**src/rtl/stage_sequencer.sv**
```systemverilog
// Multi-cycle instruction stage sequencer: walks FETCH/DECODE/EXECUTE/MEM/WB,
// drives per-stage strobes and ALU control, and counts retired instructions.
module stage_sequencer #(
  parameter int CNT_W = 16
) (
  input  logic             clock,
  input  logic             reset_n,
  input  logic             start,
  input  logic [5:0]       opcode,
  input  logic [5:0]       funct,
  input  logic             ZERO,
  output logic [2:0]       stage,
  output logic [1:0]       alu_op,
  output logic [5:0]       alu_funct,
  output logic             ALU_Src,
  output logic             pc_write,
  output logic             reg_write,
  output logic             mem_read,
  output logic             mem_write,
  output logic             branch_taken,
  output logic             busy,
  output logic             halted,
  output logic [CNT_W-1:0] instr_count
);

  typedef enum logic [2:0] {
    S_FETCH  = 3'd0,
    S_DECODE = 3'd1,
    S_EXEC   = 3'd2,
    S_MEM    = 3'd3,
    S_WB     = 3'd4,
    S_IDLE   = 3'd5,
    S_HALT   = 3'd7
  } state_t;

  localparam logic [5:0] OP_R    = 6'b000000;
  localparam logic [5:0] OP_ADDI = 6'b001000;
  localparam logic [5:0] OP_LW   = 6'b100011;
  localparam logic [5:0] OP_SW   = 6'b101011;
  localparam logic [5:0] OP_BEQ  = 6'b000100;
  localparam logic [5:0] OP_BNE  = 6'b000101;
  localparam logic [5:0] FN_MUL  = 6'b011000;
  localparam logic [5:0] FN_DIV  = 6'b011010;

  state_t           state_q, state_d;
  logic [5:0]       op_q, funct_q;
  logic [1:0]       ex_cnt_q, ex_cnt_d;
  logic [1:0]       ex_last;
  logic [CNT_W-1:0] cnt_q, cnt_d;
  logic             latch_en;
  logic             is_r_q, is_br_q, uses_mem_q;

  function automatic logic funct_ok(input logic [5:0] f);
    return (f == 6'b100100) || (f == 6'b100101) || (f == 6'b100000) ||
           (f == 6'b100010) || (f == FN_MUL) || (f == FN_DIV);
  endfunction

  assign is_r_q     = (op_q == OP_R);
  assign is_br_q    = (op_q == OP_BEQ) || (op_q == OP_BNE);
  assign uses_mem_q = is_br_q || (op_q == OP_LW) || (op_q == OP_SW);

  // Extra EXECUTE cycles beyond the first, for the multi-cycle ALU ops.
  assign ex_last = (is_r_q && funct_q == FN_DIV) ? 2'd3 :
                   (is_r_q && funct_q == FN_MUL) ? 2'd1 : 2'd0;

  always_comb begin
    state_d  = state_q;
    ex_cnt_d = ex_cnt_q;
    cnt_d    = cnt_q;
    latch_en = 1'b0;
    case (state_q)
      S_IDLE:   if (start) state_d = S_FETCH;
      S_FETCH:  state_d = S_DECODE;
      S_DECODE: begin
        latch_en = 1'b1;
        case (opcode)
          OP_R:                                   state_d = funct_ok(funct) ? S_EXEC : S_HALT;
          OP_ADDI, OP_LW, OP_SW, OP_BEQ, OP_BNE:  state_d = S_EXEC;
          default:                                state_d = S_HALT;
        endcase
      end
      S_EXEC: begin
        if (ex_cnt_q == ex_last) begin
          ex_cnt_d = 2'd0;
          state_d  = uses_mem_q ? S_MEM : S_WB;
        end else begin
          ex_cnt_d = ex_cnt_q + 2'd1;
        end
      end
      S_MEM: begin
        if (op_q == OP_LW) begin
          state_d = S_WB;
        end else begin
          cnt_d   = cnt_q + 1'b1;
          state_d = S_FETCH;
        end
      end
      S_WB: begin
        cnt_d   = cnt_q + 1'b1;
        state_d = S_FETCH;
      end
      S_HALT:   state_d = S_HALT;
      default:  state_d = S_IDLE;
    endcase
  end

  always_ff @(posedge clock or negedge reset_n) begin
    if (!reset_n) begin
      state_q  <= S_IDLE;
      op_q     <= 6'd0;
      funct_q  <= 6'd0;
      ex_cnt_q <= 2'd0;
      cnt_q    <= '0;
    end else begin
      state_q  <= state_d;
      ex_cnt_q <= ex_cnt_d;
      cnt_q    <= cnt_d;
      if (latch_en) begin
        op_q    <= opcode;
        funct_q <= funct;
      end
    end
  end

  // ZERO comes straight from the ALU's own register, so using it here keeps
  // every output a function of registered state.
  assign stage        = state_q;
  assign pc_write     = (state_q == S_FETCH);
  assign reg_write    = (state_q == S_WB);
  assign mem_read     = (state_q == S_MEM) && (op_q == OP_LW);
  assign mem_write    = (state_q == S_MEM) && (op_q == OP_SW);
  assign branch_taken = (state_q == S_MEM) &&
                        (((op_q == OP_BEQ) && ZERO) || ((op_q == OP_BNE) && !ZERO));
  assign busy         = (state_q != S_IDLE) && (state_q != S_HALT);
  assign halted       = (state_q == S_HALT);
  assign instr_count  = cnt_q;
  assign alu_funct    = funct_q;

  always_comb begin
    alu_op  = 2'b00;
    ALU_Src = 1'b0;
    case (op_q)
      OP_ADDI, OP_LW, OP_SW: begin
        alu_op  = 2'b11;
        ALU_Src = 1'b1;
      end
      OP_BEQ, OP_BNE: alu_op = 2'b01;
      default: ;
    endcase
  end

endmodule

```
**config.mk**
```make
export PLATFORM = sky130hd
export DESIGN_NAME = stage_sequencer
export DESIGN_NICKNAME = d
export VERILOG_FILES = /design/src/rtl/stage_sequencer.sv
export SDC_FILE = /design/constraint.sdc
export NUM_CORES = 1
export LEC_CHECK = 0
export CORE_MARGIN = 2
export CORE_UTILIZATION = 51
export DETAILED_ROUTE_END_ITERATION = 8
export PLACE_DENSITY = 0.89
export SLEW_MARGIN = 20
export SYNTH_ARGS = -nofsm -noshare
export SYNTH_HDL_FRONTEND = slang
export SYNTH_SLANG_ARGS = --single-unit
```
**constraint.sdc**
```tcl
create_clock -name clock -period 3.2 [get_ports clock]
set_input_delay 0.32 -clock clock [delete_from_list [all_inputs] [get_ports clock]]
set_output_delay 0.32 -clock clock [all_outputs]
set_load 0.05 [all_outputs]
```
Word level (Yosys, flattened, before mapping)
Cells that the tools add are included.
{"block": "word_totals", "reg_bits": 33, "out_inout_bits": 35, "word_cells": 79}
{"block": "op_classes", "n_addsub": 2, "eq_ne": 30, "muxes": 15, "n_reduce_logical": 27}
{"operator": "equality test 6 bit (second input constant)", "n": 8}
{"operator": "case mux 16 bit (2 select lines)", "n": 1}
{"operator": "equality test 6 x 3 -> 1 bit (second input constant)", "n": 4}
{"operator": "equality test 6 x 5 -> 1 bit (second input constant)", "n": 4}
{"operator": "case mux 3 bit (7 select lines)", "n": 1}
{"operator": "adder 16 x 1 -> 16 bit (second input constant)", "n": 1}
{"operator": "2-to-1 mux 16 bit", "n": 1}
{"operator": "2-to-1 mux 3 bit", "n": 5}
{"operator": "equality test 6 x 4 -> 1 bit (second input constant)", "n": 2}
{"operator": "zero test 6 bit", "n": 2}
{"operator": "equality test 3 bit (second input constant)", "n": 3}
{"operator": "logical OR 1 bit", "n": 9}
{"operator": "logical AND 1 bit", "n": 8}
{"operator": "equality test 3 x 2 -> 1 bit (second input constant)", "n": 2}
{"operator": "!= test 2 bit (second input constant)", "n": 3}
{"operator": "!= test 3 bit (second input constant)", "n": 2}
{"operator": "case mux 3 bit (2 select lines)", "n": 1}
{"operator": "OR reduction 5 bit", "n": 1}
{"operator": "2-to-1 mux 2 bit", "n": 2}
{"operator": "case mux 2 bit (2 select lines)", "n": 1}
{"operator": "AND reduction 2 bit", "n": 2}
{"operator": "equality test 3 x 1 -> 1 bit (second input constant)", "n": 1}
{"operator": "zero test 3 bit", "n": 1}
{"operator": "2-to-1 mux 1 bit", "n": 3}
{"operator": "6 further kinds", "n": 6}

Depth between registers and ports, before layout
Gate-level depths: netlist of the first run.
{"block": "logic_depth", "ltp_word": 9, "depth_mapped": 6, "ltp_nobuf": 5}

Worst setup path before layout of the first run
No wires, ideal clock.
{"block": "synth_path", "kind": "reg-to-output", "startpoint": "register op_q[0]", "endpoint": "output port alu_op[0]", "t_arrival_ps": 2457, "required_time_ps": 2880, "path_slack_ps": 423, "path_stages_with_launch": 5, "path_cell_list": "dfrtp_1 > nor3_2 > a21oi_1 > nor3_1 > o21bai_1"}
{"block": "synth_between", "elab_chain_cells": 3, "elab_cells_between_ends": 8, "cone_classes": "5 x eq/ne; 1 x mux; 2 x reduce/logical"}
{"item": "start, declared", "line": "46", "text": "logic [5:0] op_q, funct_q;"}
{"item": "start signal, assigned", "line": "119", "text": "op_q <= opcode;"}
{"item": "equality test 6 bit (tied with other cells)", "line": "142", "text": "case (op_q)"}
{"item": "OR reduction 3 bit / OR reduction 2 bit (equally long branches)", "line": "142"}
{"item": "case mux 2 bit (2 select lines) *", "line": "142"}
{"item": "end, declared", "line": "13", "text": "output logic [1:0] alu_op,"}
Mark *: on every way between the ends. The rest lies on a longest branch, timed or not.

Worst setup path after layout of the first run
{"block": "layout_path", "startpoint": "register state_q[1], in the netlist stage[1]", "endpoint": "output port branch_taken"}
{"block": "layout_between", "elab_chain_cells": 2}
{"item": "start, declared", "line": "45", "text": "state_t state_q, state_d;"}
{"item": "start signal, assigned", "line": "115", "text": "state_q <= state_d;"}
{"item": "equality test 3 x 2 -> 1 bit", "line": "132", "text": "assign branch_taken = (state_q == S_MEM) &&"}
{"item": "logical AND 1 bit", "line": "132"}
{"item": "end, declared", "line": "20", "text": "output logic branch_taken,"}
No other way between the ends.

==> impl_metrics.json, run 1 <==
{
  "synth_cell_type_count": 46,
  "vias_per_cell": 5.54,
  "routedWlPerCell_um": 15.6,
  "grt_antenna_before_repair": 0,
  "clock_sinks": 33,
  "syn_area_per_cell_um2": 10.9,
  "maxSlewHeadroom": 0.586,
  "critical_path_class": "reg -> out",
  "outcome": "completed",
  "power_uw": 2320,
  "startpoint": "stage[1]$_DFFE_PN0P_",
  "arrival_ns": 2.53,
  "core_um2": 3390,
  "n_antenna_cell": 0,
  "clockBufferDepth": 2,
  "grt_max_degree": 34,
  "numCtsBuffers": 5,
  "p_seq_frac": 0.342,
  "switching_share": 0.486,
  "synth-seq-area-share": 0.453,
  "clkTransAtPathRegs_ns": 0.10,
  "synth_area_leaders": "dfrtp_1 42%, mux2_2 5.5%, xnor2_1 4.3%, nand2_1 3.5%, xor2_1 3.4%",
  "cp-end-kind": "output port",
  "rr_startpoint": "stage[0]$_DFFE_PN1P_",
  "yosys_warnings": 0,
  "finalHoldViolCount": 0,
  "hold_class": "in -> async",
  "vias": 1485,
  "fin_hold_ws_ns": 0.384,
  "synthArstFlopShare": 1.00,
  "port_buffers": 50,
  "fin_cells": 268,
  "netlist.top_cell.by_area": "dfrtp_1",
  "fin_worst_skew_ns": 0.00900,
  "critPathRequiredTime_ns": 2.88,
  "synth.ff_latch_count": 33,
  "ctsRootBufferMaster": "clkbuf_4",
  "gp_congestion": 0.803,
  "grt_pass1_wl_um": 7200,
  "comb_power_share": 0.540,
  "setup_viol": 0,
  "die_y_um": 63.9,
  "clockPowerShare": 0.118,
  "path_cells": "inv_1, nor2_1, nand3_1, nor3_1, clkdlybuf4s50_1",
  "grt_overflow": 0,
  "vdd_ir_drop_max_uv": 609,
  "synth_ff_type": "dfrtp_1",
  "cts_hold_buf": 0,
  "r2r_cells": 4,
  "yosysTopAreaCellShare": 0.425,
  "route.detailed.drc": 0,
  "grt_pass1_vias": 1524,
  "area_growth_pct": 33.2,
  "dpl.hpwl_um": 3100,
  "min_period_over_period": 0.889,
  "clk_latency_ns": 0.33,
  "rsz0062_at_grt": "no",
  "synth.cell_area_um2": 1830,
  "routed_wl_um": 4170,
  "p_leak_uw": 0.00102,
  "cts_tree": "done",
  "fin_nets": 238,
  "p_int_uw": 1190,
  "slowest_stage": "clkdlybuf4s50_1",
  "pin_count": 51,
  "cts_setup_buffers": 0,
  "rows": 21,
  "slowest_delay_ns": 0.83,
  "cp-start-kind": "flop",
  "syn_nets": 185,
  "p_per_area_nw_per_um2": 952,
  "cts-resized-gates": 0,
  "fmax_mhz": 351,
  "drive_above_1_share": 0.171,
  "crit_fanout": 11,
  "max-cap-violations": 0,
  "die-area_um2": 4080,
  "initial_core_util": 0.539,
  "fin_setup_tns_ns": 0,
  "cts.htree.levels": 2,
  "dp.cells": 260,
  "grtUsageTotal": 0.227,
  "drt_iter0_markers": 68,
  "final_core_util": 0.718,
  "synth-edff-count": 0,
  "synth_cells": 168,
  "final-max-slew-violation-count": 0,
  "fin_crit_ns": 2.85,
  "die_w_um": 63.9,
  "max_slew.worst_pin.slew_ns": 0.617,
  "antenna_left": 0,
  "drt_pass1_iterations": 4,
  "p_switching_uw": 1130
}
==> worst max-delay path: cells and delay by family (launching register included) <==
family	cells	cell delay, ns
buffers and inverters	2	1.02
DFF	1	0.64
and+or+nand+nor	3	0.54
==> cells in the mapped netlist (2+ instances only) <==
library cell,instances
xnor2_1,9
nor3_1,12
mux2_2,9
inv_1,7
nand4b_1,2
and3_1,4
and3b_1,2
buf_2,5
nor4_1,2
dfstp_2,2
nor3_2,4
nand2_1,17
a21oi_1,3
nand3_1,7
o21ai_0,3
nand4_1,2
dfrtp_1,31
o31a_1,2
xor2_1,7
nor2_1,10
mux2_1,3
==> sequential cells by signal, indices dropped and copies added (netlist names) <==
signal and flops:
alu_funct 6, ex_cnt_q 2, instr_count 16, stage 3
op_q 6
==> power by group through the flow <==
stage | registers [uW] | clock network (uW) | logic [uW]
finish | 792 | 272 | 1250
global route | 819 | 301 | 1330
CTS | 791 | 279 | 1260
detailed placement | 795 | 0 | 1250
global placement | 784 | 0 | 1230
floorplan | 1010 | 0 | 666
==> cells by family (layout without fill, tap and decap cells) <==
logic type	count (synthesis)	after routing	share of synthesized area
simple gates	73	73	0.254
xor+xnor	16	16	0.0767
mux	14	14	0.0877
buf+inv	13	67	0.0342
flops	33	33	0.453
fa+ha+maj	1	1	0.00685
compound gates	18	18	0.0870
==> path summary, 6_finish.rpt <==
path | slack [ns] | end
setup / recovery | 0.35 | branch_taken
hold / removal | 0.38 | alu_funct[5]$_DFFE_PN0P_
setup reg to reg | 1.18 | alu_funct[0]$_DFFE_PN0P_
hold reg to reg | 0.48 | instr_count[15]$_DFFE_PN0P_
max in group asynchronous | 2.49 | stage[0]$_DFFE_PN1P_
min in group clock | 0.48 | instr_count[15]$_DFFE_PN0P_
==> metrics by stage <==
step / instance area (um^2) / setup slack (ns)
floorplan: 1830 / 0.423
global placement: 2360 / 0.782
detailed placement: 2360 / 0.732
CTS: 2430 / 0.353
global route: 2430 / 0.121
finish: 2430 / 0.354
==> layout make-up <==
class	count	area, um^2
clock buffer	7	65.1
clock inverter	1	5.00
fill	247	956
inverter	7	26.3
multi-input combinational	122	936
sequential	33	828
tap	46	57.6
timing repair buffer	52	515
==> layer usage <==
layer / wire length (um) / GRT usage / up-vias
li1: - / - / 718
met1: 1860 / 0.280 / 714
met2: 2020 / 0.376 / 45
met3: 201 / 0.0511 / 8
met4: 82 / 0.109 / 0
met5: 0 / 0 / -
==> placed cells by master (no fill, tap or decap), types with 3 or more instances in the layout <==
master            n
nand3_1           7
dfrtp_1          31
clkbuf_4          5
nand2_1          17
and3_1            4
a21oi_1           3
nor2_1           10
xnor2_1           9
o21ai_0           3
nor3_1           12
nor3_2            4
mux2_1            3
mux2_2            9
inv_1             7
xor2_1            7
clkdlybuf4s50_1  50
Note: power is estimated with default switching activity, not from simulation.
==> run 2: changes to the inputs <==
--- a/config.mk
+++ b/config.mk
@@ -5,7 +5,7 @@
 export SDC_FILE = /design/constraint.sdc
 export NUM_CORES = 1
 export LEC_CHECK = 0
-export CORE_MARGIN = 2
+export CORE_MARGIN = 1.5
 export CORE_UTILIZATION = 51
 export DETAILED_ROUTE_END_ITERATION = 8
 export PLACE_DENSITY = 0.89
==> run 2 against run 1 <==
Effect of this change:
- hold slack lost 0.026 ns
- clock power is essentially flat
- global-route usage shrank 1.2 points
- wire length shrank 4.3%
- cell count is the same
- clock-buffer cell count is the same
- design area is the same
- critical path depth is the same
- critical endpoint unchanged
- largest cell class unchanged
==> impl_metrics.json, run 2 (same netlist as run 1, synthesis figures left out) <==
{
  "r2r_cells": 4,
  "crit_fanout": 11,
  "grt_antenna_before_repair": 0,
  "fillers": 241,
  "fin_worst_skew_ns": 0.0120,
  "place_area_um2": 2360,
  "arrival_ns": 2.54,
  "critPathRequiredTime_ns": 2.88,
  "drive_above_1_share": 0.171,
  "area_growth_pct": 33.2,
  "grt_max_degree": 34,
  "initial_core_util": 0.539,
  "p_per_area_nw_per_um2": 946,
  "cts_hold_buf": 0,
  "numCtsBuffers": 5,
  "hold_class": "in -> async",
  "cp-start-kind": "flop",
  "max-cap-violations": 0,
  "clockBufferDepth": 2,
  "vias_per_cell": 5.60,
  "core_um2": 3390,
  "maxSlewHeadroom": 0.569,
  "vias": 1501,
  "fin_nets": 238,
  "layout_commonest_cell": "clkdlybuf4s50_1",
  "grt_pass1_vias": 1408,
  "max_slew.worst_pin.slew_ns": 0.642,
  "ctsRootBufferMaster": "clkbuf_4",
  "drt_iter0_markers": 118,
  "regArea_um2": 828,
  "cts_tree": "done",
  "worst-path-buf-inv": 2,
  "reg2reg_slack_ns": 1.15,
  "critical_path_class": "reg -> out",
  "route.detailed.drc": 0,
  "antenna_left": 0,
  "rsz0062_at_grt": "no",
  "vdd_ir_drop_max_uv": 536,
  "rows": 21,
  "routedWlPerCell_um": 14.9,
  "gp_congestion": 0.918,
  "clkTransAtPathRegs_ns": 0.11,
  "largest_reg_flops": 16,
  "worst-path-stages": 5,
  "fin_setup_tns_ns": 0,
  "routed_wl_um": 3990,
  "rr_startpoint": "stage[0]$_DFFE_PN1P_",
  "outcome": "completed",
  "die_w_um": 62.9,
  "clock_sinks": 33,
  "slowest_stage": "clkdlybuf4s50_1",
  "multi_input_area_um2": 936,
  "timing.rr.end": "alu_funct[4]$_DFFE_PN0P_",
  "final-max-slew-violation-count": 0,
  "min_period_over_period": 0.895,
  "cts.htree.levels": 2,
  "critPathTopFamily": "buffers and inverters",
  "cts_setup_buffers": 0,
  "finalHoldViolCount": 0,
  "fin_crit_ns": 2.86,
  "fmax_mhz": 349,
  "slowest_delay_ns": 0.84,
  "stdcell_area_um2": 2430,
  "port_buffers": 50,
  "grtUsageTotal": 0.216,
  "die_y_um": 62.9,
  "cts-resized-gates": 0,
  "clk_latency_ns": 0.34,
  "cp-end-kind": "output port",
  "path_cells": "inv_1, nor2_1, nand3_1, nor3_1, clkdlybuf4s50_1",
  "drt_pass1_iterations": 4,
  "p_leak_uw": 0.00102,
  "die-area_um2": 3950,
  "grt_overflow": 0,
  "dpl.hpwl_um": 3020,
  "final_cell_mix": "50 x clkdlybuf4s50_1, 31 x dfrtp_1, 17 x nand2_1",
  "grt_pass1_wl_um": 6600,
  "setup_viol": 0,
  "pin_count": 51,
  "n_antenna_cell": 0
}
-- run 2: cell counts in the layout (fill, tap and decap cells not counted) --
Identical to the previous run, type by type.
-- run 2: metal layers --
layer,up-vias,GRT usage,part of all wire
met2,58,0.345,0.48
met1,720,0.271,0.44
met4,0,0.106,0.026
met3,12,0.0559,0.060
met5,-,0,0
li1,711,-,-
-- run 2: worst max-delay path by stage --
stage                   end                 start
6_report       branch_taken  stage[1]$_DFFE_PN0P_
5_1_grt            mem_read  stage[1]$_DFFE_PN0P_
4_1_cts        branch_taken  stage[1]$_DFFE_PN0P_
3_5_place_dp   branch_taken  stage[1]$_DFFE_PN0P_
3_3_place_gp   branch_taken  stage[1]$_DFFE_PN0P_
2_1_floorplan     alu_op[0]   op_q[0]$_DFFE_PN0P_
-- run 2: where the power goes --
part | switching [uW] | internal [uW]
logic | 751 | 499
clock network | 142 | 127
registers | 221 | 563
total | 1110 | 1190
-- run 2: cell type report --
type	count	area share
clock buffer	7	0.0267
clock inverter	1	0.00206
inverter	7	0.0108
multi-input combinational	122	0.385
sequential	33	0.340
tap	46	0.0237
timing repair buffer	52	0.212
-- run 2: worst reg2reg max path: stages, from the launching register on --
cell	delay, ns
dfstp_2	0.68
inv_1	0.09
nor3_2	0.54
buf_4	0.28
mux2_1	0.33
-- run 2: stage by stage --
step / utilization / total power (uW) / std cells / hold WS, ns / setup slack, ns
after floorplan: - / 1680 / 168 / 0.0244 / 0.423
after global placement: 0.697 / 2020 / 260 / 0.463 / 0.771
after detailed placement: 0.697 / 2040 / 260 / 0.463 / 0.716
after CTS: 0.718 / 2310 / 268 / 0.368 / 0.338
after global routing: 0.718 / 2430 / 268 / 0.391 / 0.193
final: 0.718 / 2300 / 268 / 0.358 / 0.336
